`config.mk`:
```
export PLATFORM = sky130hd
export DESIGN_NAME = sdram_port_arbiter_flat
export DESIGN_NICKNAME = d
export VERILOG_FILES = /design/src/rtl/sdram_port_arbiter_if.sv /design/src/rtl/sdram_port_arbiter.sv /design/src/flat_wrapper.sv
export SDC_FILE = /design/constraint.sdc
export NUM_CORES = 1
export LEC_CHECK = 0
export CAP_MARGIN = 0
export CORE_UTILIZATION = 41
export DETAILED_ROUTE_END_ITERATION = 12
export GPL_TIMING_DRIVEN = 0
export PLACE_DENSITY = 0.82
export SYNTH_ARGS = -nofsm -noshare
export SYNTH_HDL_FRONTEND = slang
export SYNTH_SLANG_ARGS = --single-unit
```
`constraint.sdc`:
```
create_clock -name sys_clk -period 2 [get_ports sys_clk]
set_input_delay 0.4 -clock sys_clk [delete_from_list [all_inputs] [get_ports sys_clk]]
set_output_delay 0.4 -clock sys_clk [all_outputs]
set_load 0.02 [all_outputs]
```
`src/rtl/sdram_port_arbiter_if.sv`:
```
// Signal bundle between the arbiter, its two requesters and the SDRAM
// controller command port. The arbiter uses the slave view; the
// surrounding environment drives through the master view.
interface sdram_port_arbiter_if #(
    parameter int ADDR_W = 24,
    parameter int DATA_W = 16
);
    // VGA line fetcher side
    logic              vga_req;
    logic              vga_urgent;
    logic [ADDR_W-1:0] vga_addr;
    logic              vga_gnt;
    logic              vga_rvalid;
    logic [DATA_W-1:0] vga_rdata;
    logic              vga_done;
    // Host bridge side
    logic              host_req;
    logic              host_wr;
    logic [ADDR_W-1:0] host_addr;
    logic [DATA_W-1:0] host_wdata;
    logic              host_ack;
    logic [DATA_W-1:0] host_rdata;
    // SDRAM controller command port
    logic              mem_cmd_valid;
    logic              mem_cmd_ready;
    logic              mem_cmd_wr;
    logic [ADDR_W-1:0] mem_cmd_addr;
    logic [DATA_W-1:0] mem_cmd_wdata;
    logic              mem_rvalid;
    logic [DATA_W-1:0] mem_rdata;
    // Status
    logic              busy;

    modport slave (
        input  vga_req, vga_urgent, vga_addr,
        input  host_req, host_wr, host_addr, host_wdata,
        input  mem_cmd_ready, mem_rvalid, mem_rdata,
        output vga_gnt, vga_rvalid, vga_rdata, vga_done,
        output host_ack, host_rdata,
        output mem_cmd_valid, mem_cmd_wr, mem_cmd_addr, mem_cmd_wdata,
        output busy
    );

    modport master (
        output vga_req, vga_urgent, vga_addr,
        output host_req, host_wr, host_addr, host_wdata,
        output mem_cmd_ready, mem_rvalid, mem_rdata,
        input  vga_gnt, vga_rvalid, vga_rdata, vga_done,
        input  host_ack, host_rdata,
        input  mem_cmd_valid, mem_cmd_wr, mem_cmd_addr, mem_cmd_wdata,
        input  busy
    );
endinterface

```
`src/rtl/sdram_port_arbiter.sv`:
```
// Shares one SDRAM controller command port between the VGA line fetcher
// (BURST_LEN-word read bursts) and the host bridge (single-word accesses).
// An urgent VGA request always wins; otherwise simultaneous requests
// alternate so that neither side starves. All outputs are registered.
module sdram_port_arbiter #(
    parameter int ADDR_W    = 24,
    parameter int DATA_W    = 16,
    parameter int BURST_LEN = 8
) (
    input  logic                sys_clk,
    input  logic                sys_rst,
    sdram_port_arbiter_if.slave arb
);
    localparam logic [7:0] LAST_IDX = 8'(BURST_LEN - 1);

    typedef enum logic [2:0] {
        ST_IDLE      = 3'd0,
        ST_VGA_CMD   = 3'd1,
        ST_VGA_WAIT  = 3'd2,
        ST_HOST_CMD  = 3'd3,
        ST_HOST_WAIT = 3'd4
    } state_t;

    state_t            state_r;
    logic              last_host_r;
    logic [7:0]        cmd_cnt_r;
    logic [7:0]        ret_cnt_r;
    logic              vga_gnt_r;
    logic              vga_rvalid_r;
    logic [DATA_W-1:0] vga_rdata_r;
    logic              vga_done_r;
    logic              host_ack_r;
    logic [DATA_W-1:0] host_rdata_r;
    logic              mem_cmd_valid_r;
    logic              mem_cmd_wr_r;
    logic [ADDR_W-1:0] mem_cmd_addr_r;
    logic [DATA_W-1:0] mem_cmd_wdata_r;
    logic              busy_r;

    logic              cmd_fire_s;
    logic              vga_pick_s;
    logic              vga_ret_s;

    // Command handshake, arbitration winner and VGA read-return qualification.
    always_comb begin
        cmd_fire_s = mem_cmd_valid_r && arb.mem_cmd_ready;
        // VGA wins when urgent, when alone, or when the host was served last.
        vga_pick_s = arb.vga_req && (arb.vga_urgent || !arb.host_req || last_host_r);
        // Returns outside a VGA burst are stale (e.g. left over from a reset) and dropped.
        vga_ret_s  = arb.mem_rvalid && ((state_r == ST_VGA_CMD) || (state_r == ST_VGA_WAIT));
    end

    // Arbitration FSM with all outputs registered; pulse outputs default low every cycle.
    always_ff @(posedge sys_clk) begin
        if (sys_rst) begin
            state_r         <= ST_IDLE;
            last_host_r     <= 1'b1;
            cmd_cnt_r       <= 8'd0;
            ret_cnt_r       <= 8'd0;
            vga_gnt_r       <= 1'b0;
            vga_rvalid_r    <= 1'b0;
            vga_rdata_r     <= {DATA_W{1'b0}};
            vga_done_r      <= 1'b0;
            host_ack_r      <= 1'b0;
            host_rdata_r    <= {DATA_W{1'b0}};
            mem_cmd_valid_r <= 1'b0;
            mem_cmd_wr_r    <= 1'b0;
            mem_cmd_addr_r  <= {ADDR_W{1'b0}};
            mem_cmd_wdata_r <= {DATA_W{1'b0}};
            busy_r          <= 1'b0;
        end else begin
            vga_gnt_r    <= 1'b0;
            vga_rvalid_r <= 1'b0;
            vga_done_r   <= 1'b0;
            host_ack_r   <= 1'b0;

            case (state_r)
                ST_IDLE: begin
                    if (vga_pick_s) begin
                        state_r         <= ST_VGA_CMD;
                        vga_gnt_r       <= 1'b1;
                        mem_cmd_valid_r <= 1'b1;
                        mem_cmd_wr_r    <= 1'b0;
                        mem_cmd_addr_r  <= arb.vga_addr;
                        cmd_cnt_r       <= 8'd0;
                        ret_cnt_r       <= 8'd0;
                        last_host_r     <= 1'b0;
                        busy_r          <= 1'b1;
                    end else if (arb.host_req) begin
                        state_r         <= ST_HOST_CMD;
                        mem_cmd_valid_r <= 1'b1;
                        mem_cmd_wr_r    <= arb.host_wr;
                        mem_cmd_addr_r  <= arb.host_addr;
                        mem_cmd_wdata_r <= arb.host_wdata;
                        last_host_r     <= 1'b1;
                        busy_r          <= 1'b1;
                    end else begin
                        state_r <= ST_IDLE;
                    end
                end

                ST_VGA_CMD: begin
                    if (cmd_fire_s) begin
                        cmd_cnt_r <= cmd_cnt_r + 8'd1;
                        if (cmd_cnt_r == LAST_IDX) begin
                            mem_cmd_valid_r <= 1'b0;
                            state_r         <= ST_VGA_WAIT;
                        end else begin
                            // Burst address wraps naturally at 2^ADDR_W.
                            mem_cmd_addr_r <= mem_cmd_addr_r + ADDR_W'(1);
                        end
                    end else begin
                        state_r <= ST_VGA_CMD;
                    end
                end

                ST_VGA_WAIT: begin
                    state_r <= ST_VGA_WAIT;
                end

                ST_HOST_CMD: begin
                    if (cmd_fire_s) begin
                        mem_cmd_valid_r <= 1'b0;
                        if (mem_cmd_wr_r) begin
                            host_ack_r <= 1'b1;
                            busy_r     <= 1'b0;
                            state_r    <= ST_IDLE;
                        end else begin
                            state_r <= ST_HOST_WAIT;
                        end
                    end else begin
                        state_r <= ST_HOST_CMD;
                    end
                end

                ST_HOST_WAIT: begin
                    if (arb.mem_rvalid) begin
                        host_rdata_r <= arb.mem_rdata;
                        host_ack_r   <= 1'b1;
                        busy_r       <= 1'b0;
                        state_r      <= ST_IDLE;
                    end else begin
                        state_r <= ST_HOST_WAIT;
                    end
                end

                default: begin
                    state_r         <= ST_IDLE;
                    mem_cmd_valid_r <= 1'b0;
                    busy_r          <= 1'b0;
                end
            endcase

            // Burst read returns are forwarded one cycle later; the last one ends the burst.
            if (vga_ret_s) begin
                vga_rvalid_r <= 1'b1;
                vga_rdata_r  <= arb.mem_rdata;
                ret_cnt_r    <= ret_cnt_r + 8'd1;
                if (ret_cnt_r == LAST_IDX) begin
                    vga_done_r <= 1'b1;
                    busy_r     <= 1'b0;
                    state_r    <= ST_IDLE;
                end else begin
                    vga_done_r <= 1'b0;
                end
            end else begin
                vga_rvalid_r <= 1'b0;
            end
        end
    end

    assign arb.vga_gnt       = vga_gnt_r;
    assign arb.vga_rvalid    = vga_rvalid_r;
    assign arb.vga_rdata     = vga_rdata_r;
    assign arb.vga_done      = vga_done_r;
    assign arb.host_ack      = host_ack_r;
    assign arb.host_rdata    = host_rdata_r;
    assign arb.mem_cmd_valid = mem_cmd_valid_r;
    assign arb.mem_cmd_wr    = mem_cmd_wr_r;
    assign arb.mem_cmd_addr  = mem_cmd_addr_r;
    assign arb.mem_cmd_wdata = mem_cmd_wdata_r;
    assign arb.busy          = busy_r;
endmodule

```
`src/flat_wrapper.sv`:
```
// flat-port wrapper written by rule: the top's interface ports become plain ports
module sdram_port_arbiter_flat 
#(
    parameter int ADDR_W    = 24,
    parameter int DATA_W    = 16,
    parameter int BURST_LEN = 8
)
  (sys_clk, sys_rst, arb_vga_req, arb_vga_urgent, arb_vga_addr, arb_host_req, arb_host_wr, arb_host_addr, arb_host_wdata, arb_mem_cmd_ready, arb_mem_rvalid, arb_mem_rdata, arb_vga_gnt, arb_vga_rvalid, arb_vga_rdata, arb_vga_done, arb_host_ack, arb_host_rdata, arb_mem_cmd_valid, arb_mem_cmd_wr, arb_mem_cmd_addr, arb_mem_cmd_wdata, arb_busy);
  sdram_port_arbiter_if #(.ADDR_W(ADDR_W), .DATA_W(DATA_W)) arb_i ();
  input  logic sys_clk;
  input  logic sys_rst;
  input wire logic [$bits(arb_i.vga_req)-1:0] arb_vga_req;
  input wire logic [$bits(arb_i.vga_urgent)-1:0] arb_vga_urgent;
  input wire logic [$bits(arb_i.vga_addr)-1:0] arb_vga_addr;
  input wire logic [$bits(arb_i.host_req)-1:0] arb_host_req;
  input wire logic [$bits(arb_i.host_wr)-1:0] arb_host_wr;
  input wire logic [$bits(arb_i.host_addr)-1:0] arb_host_addr;
  input wire logic [$bits(arb_i.host_wdata)-1:0] arb_host_wdata;
  input wire logic [$bits(arb_i.mem_cmd_ready)-1:0] arb_mem_cmd_ready;
  input wire logic [$bits(arb_i.mem_rvalid)-1:0] arb_mem_rvalid;
  input wire logic [$bits(arb_i.mem_rdata)-1:0] arb_mem_rdata;
  output wire logic [$bits(arb_i.vga_gnt)-1:0] arb_vga_gnt;
  output wire logic [$bits(arb_i.vga_rvalid)-1:0] arb_vga_rvalid;
  output wire logic [$bits(arb_i.vga_rdata)-1:0] arb_vga_rdata;
  output wire logic [$bits(arb_i.vga_done)-1:0] arb_vga_done;
  output wire logic [$bits(arb_i.host_ack)-1:0] arb_host_ack;
  output wire logic [$bits(arb_i.host_rdata)-1:0] arb_host_rdata;
  output wire logic [$bits(arb_i.mem_cmd_valid)-1:0] arb_mem_cmd_valid;
  output wire logic [$bits(arb_i.mem_cmd_wr)-1:0] arb_mem_cmd_wr;
  output wire logic [$bits(arb_i.mem_cmd_addr)-1:0] arb_mem_cmd_addr;
  output wire logic [$bits(arb_i.mem_cmd_wdata)-1:0] arb_mem_cmd_wdata;
  output wire logic [$bits(arb_i.busy)-1:0] arb_busy;
  assign arb_i.vga_req = arb_vga_req;
  assign arb_i.vga_urgent = arb_vga_urgent;
  assign arb_i.vga_addr = arb_vga_addr;
  assign arb_i.host_req = arb_host_req;
  assign arb_i.host_wr = arb_host_wr;
  assign arb_i.host_addr = arb_host_addr;
  assign arb_i.host_wdata = arb_host_wdata;
  assign arb_i.mem_cmd_ready = arb_mem_cmd_ready;
  assign arb_i.mem_rvalid = arb_mem_rvalid;
  assign arb_i.mem_rdata = arb_mem_rdata;
  assign arb_vga_gnt = arb_i.vga_gnt;
  assign arb_vga_rvalid = arb_i.vga_rvalid;
  assign arb_vga_rdata = arb_i.vga_rdata;
  assign arb_vga_done = arb_i.vga_done;
  assign arb_host_ack = arb_i.host_ack;
  assign arb_host_rdata = arb_i.host_rdata;
  assign arb_mem_cmd_valid = arb_i.mem_cmd_valid;
  assign arb_mem_cmd_wr = arb_i.mem_cmd_wr;
  assign arb_mem_cmd_addr = arb_i.mem_cmd_addr;
  assign arb_mem_cmd_wdata = arb_i.mem_cmd_wdata;
  assign arb_busy = arb_i.busy;
  sdram_port_arbiter #(.ADDR_W(ADDR_W), .DATA_W(DATA_W), .BURST_LEN(BURST_LEN)) u_core (.sys_clk(sys_clk), .sys_rst(sys_rst), .arb(arb_i));
endmodule
```
After elaboration in Yosys (flattened, before gate mapping)
Cells that the tools add are included.
{"block": "word_totals", "ff_bits": 99, "output_inout_bits": 79, "elab_cells": 101}
{"block": "op_classes", "n_addsub": 3, "n_eq_ne": 12, "mux": 44, "n_bitwise": 4, "n_reduce_logical": 23}
{"cell": "$mux W24", "n": 4}
{"cell": "$pmux W24 S2", "n": 1}
{"cell": "$mux W8", "n": 4}
{"cell": "$add A24 B1 Y24 const B", "n": 1}
{"cell": "$mux W3", "n": 8}
{"cell": "$mux W1", "n": 21}
{"cell": "$add A8 B1 Y8 const B", "n": 2}
{"cell": "$eq A8 B3 Y1 const B", "n": 2}
{"cell": "$pmux W8 S2", "n": 1}
{"cell": "$pmux W3 S5", "n": 1}
{"cell": "$pmux W1 S4", "n": 2}
{"cell": "$reduce_bool A2 Y1", "n": 4}
{"cell": "$reduce_or A2 Y1", "n": 4}
{"cell": "$eq A3 B2 Y1 const B", "n": 2}
{"cell": "$ne A2 B1 Y1 const B", "n": 3}
{"cell": "$reduce_and A2 Y1", "n": 3}
{"cell": "$reduce_and A3 Y1", "n": 2}
{"cell": "$reduce_and A5 Y1", "n": 1}
{"cell": "$ne A2 B2 Y1 const B", "n": 2}
{"cell": "$not A1 Y1", "n": 4}
{"cell": "$reduce_and A4 Y1", "n": 1}
{"cell": "$eq A3 B1 Y1 const B", "n": 1}
{"cell": "$eq A3 B3 Y1 const B", "n": 1}
{"cell": "$logic_and A1 B1 Y1", "n": 3}
{"cell": "6 further kinds", "n": 8}

Logic depth before layout (Yosys ltp)
{"block": "depth", "ltp_word": 8, "mapped_depth": 8, "ltp_nobuf": 6}

Worst setup path before layout
No wires, ideal clock.
{"block": "synth_timing", "path_type": "flip-flop to flip-flop", "start": "reg u_core.mem_cmd_addr_r[0] (netlist: u_core.arb.mem_cmd_addr[0])", "end": "reg u_core.mem_cmd_addr_r[22] (netlist: u_core.arb.mem_cmd_addr[22])", "setup_ns": 0.119, "arrival_ns": 2.160, "t_required_ns": 1.881, "setup_slack_ns": -0.278, "path_stages_with_launch": 6, "path_buffers": 0, "path_cell_list": "dfxtp_1 -> ha_1 -> nand4_1 -> nor4_1 -> a41oi_1 -> o221a_2"}
{"block": "synth_between", "elab_chain_len": 4}
{"item": "start: declaration", "line": "sdram_port_arbiter.sv:36", "text": "logic [ADDR_W-1:0] mem_cmd_addr_r;"}
{"item": "start signal: assignment", "line": "sdram_port_arbiter.sv:68", "text": "mem_cmd_addr_r <= {ADDR_W{1'b0}};"}
{"item": "start signal: assignment", "line": "sdram_port_arbiter.sv:84", "text": "mem_cmd_addr_r <= arb.vga_addr;"}
{"item": "start signal: assignment", "line": "sdram_port_arbiter.sv:93", "text": "mem_cmd_addr_r <= arb.host_addr;"}
{"item": "$add A24 B1 Y24", "line": "sdram_port_arbiter.sv:110", "text": "mem_cmd_addr_r <= mem_cmd_addr_r + ADDR_W'(1);"}
{"item": "$mux W24", "line": "sdram_port_arbiter.sv:105", "text": "if (cmd_cnt_r == LAST_IDX) begin"}
{"item": "$mux W24", "line": "sdram_port_arbiter.sv:103", "text": "if (cmd_fire_s) begin"}
{"item": "$pmux W24 S2", "line": "sdram_port_arbiter.sv:77", "text": "case (state_r)"}
No other way between the ends. The select of a mux whose other input is x is not followed.
A chain may end at the register's enable or synchronous reset.

Worst setup path in the final report
{"block": "layout_timing", "start": "reg u_core.mem_cmd_addr_r[4] (netlist: u_core.arb.mem_cmd_addr[4])", "end": "reg u_core.mem_cmd_addr_r[23] (netlist: u_core.arb.mem_cmd_addr[23])"}
The elaborated chain is that of the path after synthesis.

==> results_dict.tcl <==
set metrics [dict create \
    final_area_um2 7078 \
    min_path_type "reg2reg" \
    holdBufCountCts 0 \
    cp_data_arrival_time_ns 2.30 \
    grt_max_degree 19 \
    die-area_um2 11690 \
    synth_edf_count 0 \
    synthDistinctLibCells 51 \
    numCtsBuffers 9 \
    yosysTopAreaCell "dfxtp_1" \
    met3_usage_pct 7.052 \
    synth_top_area_share_pct 42.93 \
    crit_chain "nand3_4 -> or3_4 -> or4_4 -> or4_1 -> a311oi_1" \
    cp_slowest_stage_delay_ns 0.45 \
    h-tree-depth 3 \
    syn_avg_cell_area_um2 7.799 \
    layout_commonest_cell "clkdlybuf4s50_1" \
    rsz0062_at_grt "true" \
    start_util_pct 42.40 \
    relSlewSlack_pct 56.93 \
    synthesis.area_um2 4617 \
    synth_compound_area_share_pct 22.57 \
    fin_setup_tns_ns -0.001378 \
    ys_seq_area_share_pct 42.93 \
    critPathTopFamily "simple AND/OR/NAND/NOR gates" \
    status "finished, violations left" \
    final_cell_mix "clkdlybuf4s50_1 (164), nand2_1 (115), a21oi_1 (87)" \
    rows 38 \
    final_max_slew_viol_count 0 \
    drive_gt1_share_pct 14.66 \
    synthToLayoutAreaGrowth_pct 53.31 \
    grt_pass1_vias 5104 \
    timing.final.crit_period_ns 2.001 \
    finalSetupViolCount 1 \
    violations "setup timing" \
    synth_xor_area_share_pct 1.138 \
    path_max_fanout 3 \
    use_met2_pct 47.68 \
    hold_violations 0 \
    viasPerCell 5.738 \
    drc_errors 0 \
    root_buffer "clkbuf_8" \
    critPathSlowestCell "or4_4" \
    synth_fa_ha_area_share_pct 0.8130 \
    p_per_area_nw_per_um2 690.7 \
    global_route.usage.total_pct 27.73 \
    synthMuxAreaShare_pct 3.686 \
    postPlaceCellArea_um2 6482 \
    clock_latency_ns 0.39 \
    core-area_um2 10890 \
    dpl.hpwl_um 11770 \
    clock-sinks 99 \
    grt_use_met1_pct 32.37 \
    synth_top_family_by_area "simple AND/OR/NAND/NOR gates" \
    async_flop_share_pct 0 \
    die_x_um 108.1 \
    drv_cap 0 \
    worst_slew_pin_slew_ns 0.6460 \
    ys_top_cells_by_area "dfxtp_1 (43%), nand2_1 (9.7%), a21oi_1 (9.4%)" \
    drt_wl_total_um 16590 \
    synthSimpleGateAreaFrac_pct 24.47 \
    io_pins 167 \
    path_buf_inv 0 \
    start_kind "register" \
    cts_tree "done" \
    antenna_found_initial 0 \
    synth-seq-cells 99 \
    port_buffers 165 \
    synthCells 592 \
    die_h_um 108.1 \
    vias 5382 \
    drt_pass1_iterations 5 \
    gr-max-usage-layer "met2" \
    synth_top_flop_cell "dfxtp_1" \
    wl_per_cell_um 17.69 \
    nets 884 \
    clock_path_buffers 2 \
    drtIter0Drc 381 \
    end_kind "register" \
    fin_ws_ns -0.001378 \
    synth_warnings 0 \
    syn_nets 683 \
    grt_pass1_wl_um 24980 \
    ant_nets 0 \
    clkTransAtPathRegs_ns 0.10 \
    peakVddDrop_v 0.0005168 \
    crit_required_ns 2.30 \
    grt-ovfl-total 0 \
    worstSetupPathType "reg2reg" \
    finalCritPeriodShare_pct 100.1 \
    antenna-diode-count 0 \
    fmax_ghz 0.4997 \
    p_leak_nw 2.517 \
    place.gp.congestion 0.9300 \
    skew_ns 0.01685 \
]
==> where the power goes <==
group | switching [mW] | total (mW) | internal, mW
sequential | 0.139 | 2.25 | 2.11
clock | 0.753 | 1.23 | 0.474
combinational | 0.753 | 1.41 | 0.662
==> cells in the mapped netlist, types with 2 or more instances <==
master    count
a211oi_1      9
a21o_1        2
a21oi_1      87
a311oi_1      2
a31oi_1      10
a32o_1        5
and3_1       11
buf_1         3
buf_2         6
clkbuf_1     30
dfxtp_1      99
ha_1          3
inv_1        12
mux2_2        8
mux2i_1       8
nand2_1     119
nand3_1      26
nand3b_1      5
nand4_1      10
nor2_1       34
nor3_1       11
nor3b_1       4
nor4_1        6
o211ai_1      2
o21a_1        2
o21ai_0      30
o221a_2       5
o311ai_0      2
o31ai_1       2
o32ai_1       3
o41ai_1       2
or3_1         2
or4_1         9
xnor2_1       6
==> registers in the layout, summed over array words and instances (netlist names), 3 cells and up <==
name                      count
u_core.arb.mem_cmd_wdata     16
u_core.cmd_cnt_r              8
u_core.ret_cnt_r              8
u_core.arb.mem_cmd_addr      24
u_core.state_r                3
u_core.arb.host_rdata        16
u_core.arb.vga_rdata         16
==> final timing paths <==
| kind | end | startpoint | cells after the start | slack, ns |
|---|---|---|---|---|
| setup / recovery | u_core.arb.mem_cmd_addr[23] | u_core.arb.mem_cmd_addr[4] | 5 | -0.001 |
| hold / removal | u_core.arb.vga_rdata[14] | u_core.arb.vga_rdata[14] | 2 | 0.46 |
| setup reg to reg | u_core.arb.mem_cmd_addr[23] | u_core.arb.mem_cmd_addr[4] | 5 | -0.001 |
| hold reg to reg | u_core.arb.vga_rdata[14] | u_core.arb.vga_rdata[14] | 2 | 0.46 |
==> cell families (layout without fill, tap and decap cells) <==
logic type	Yosys count	count (layout)
adder cells (fa/ha/maj)	3	3
AND/OR/NAND/NOR	243	243
AO/OA/AOI/OAI	173	173
XOR/XNOR	6	6
multiplexers	16	16
flip-flops	99	99
buffers and inverters	52	258
==> tightest hold or removal path, cell delays in order, from the launching register on <==
cell and delay [ns]:
dfxtp_1 0.32, nand2_1 0.05, a21oi_1 0.05
==> routing by layer <==
layer  vias up  wire (um)  part of all wire [%]
li1       2536          -                     -
met1      2516       6454                    39
met2       278       8233                    50
met3        52       1383                   8.3
met4         0        518                   3.1
met5         -          0                     0
==> through the flow <==
step,power [mW],worst slack (ns),hold WS (ns),cells,utilization (%)
after floorplan,2.904,-0.03591,0.4694,592,-
after global placement,3.491,-0.9181,0.4418,897,59.54
after detailed placement,3.519,-0.9501,0.4471,897,59.54
after CTS,4.809,-0.07665,0.4617,926,63.25
after global routing,5.079,-0.02699,0.4726,938,65.01
final,4.889,-0.001378,0.4576,938,65.01
==> timing repair <==
item | in CTS | in global routing
setup endpoints to repair | 60 | 56
gates resized for setup | 44 | 38
pin swaps | 7 | 6
setup buffers | 15 | 12
hold endpoints to repair | 0 | 0
cloned | 1 | 1
==> final cells by class <==
cell class	instances	area [um2]
Fill cell	916	3810
Multi-Input combinational cell	441	2601
Timing Repair Buffer	194	1869
Inverter	13	48.80
Tap cell	140	175.2
Buffer	35	188.9
Sequential cell	99	2019
Clock inverter	5	43.79
Clock buffer	11	131.4
No activity file was read; power rests on OpenSTA's default activity.
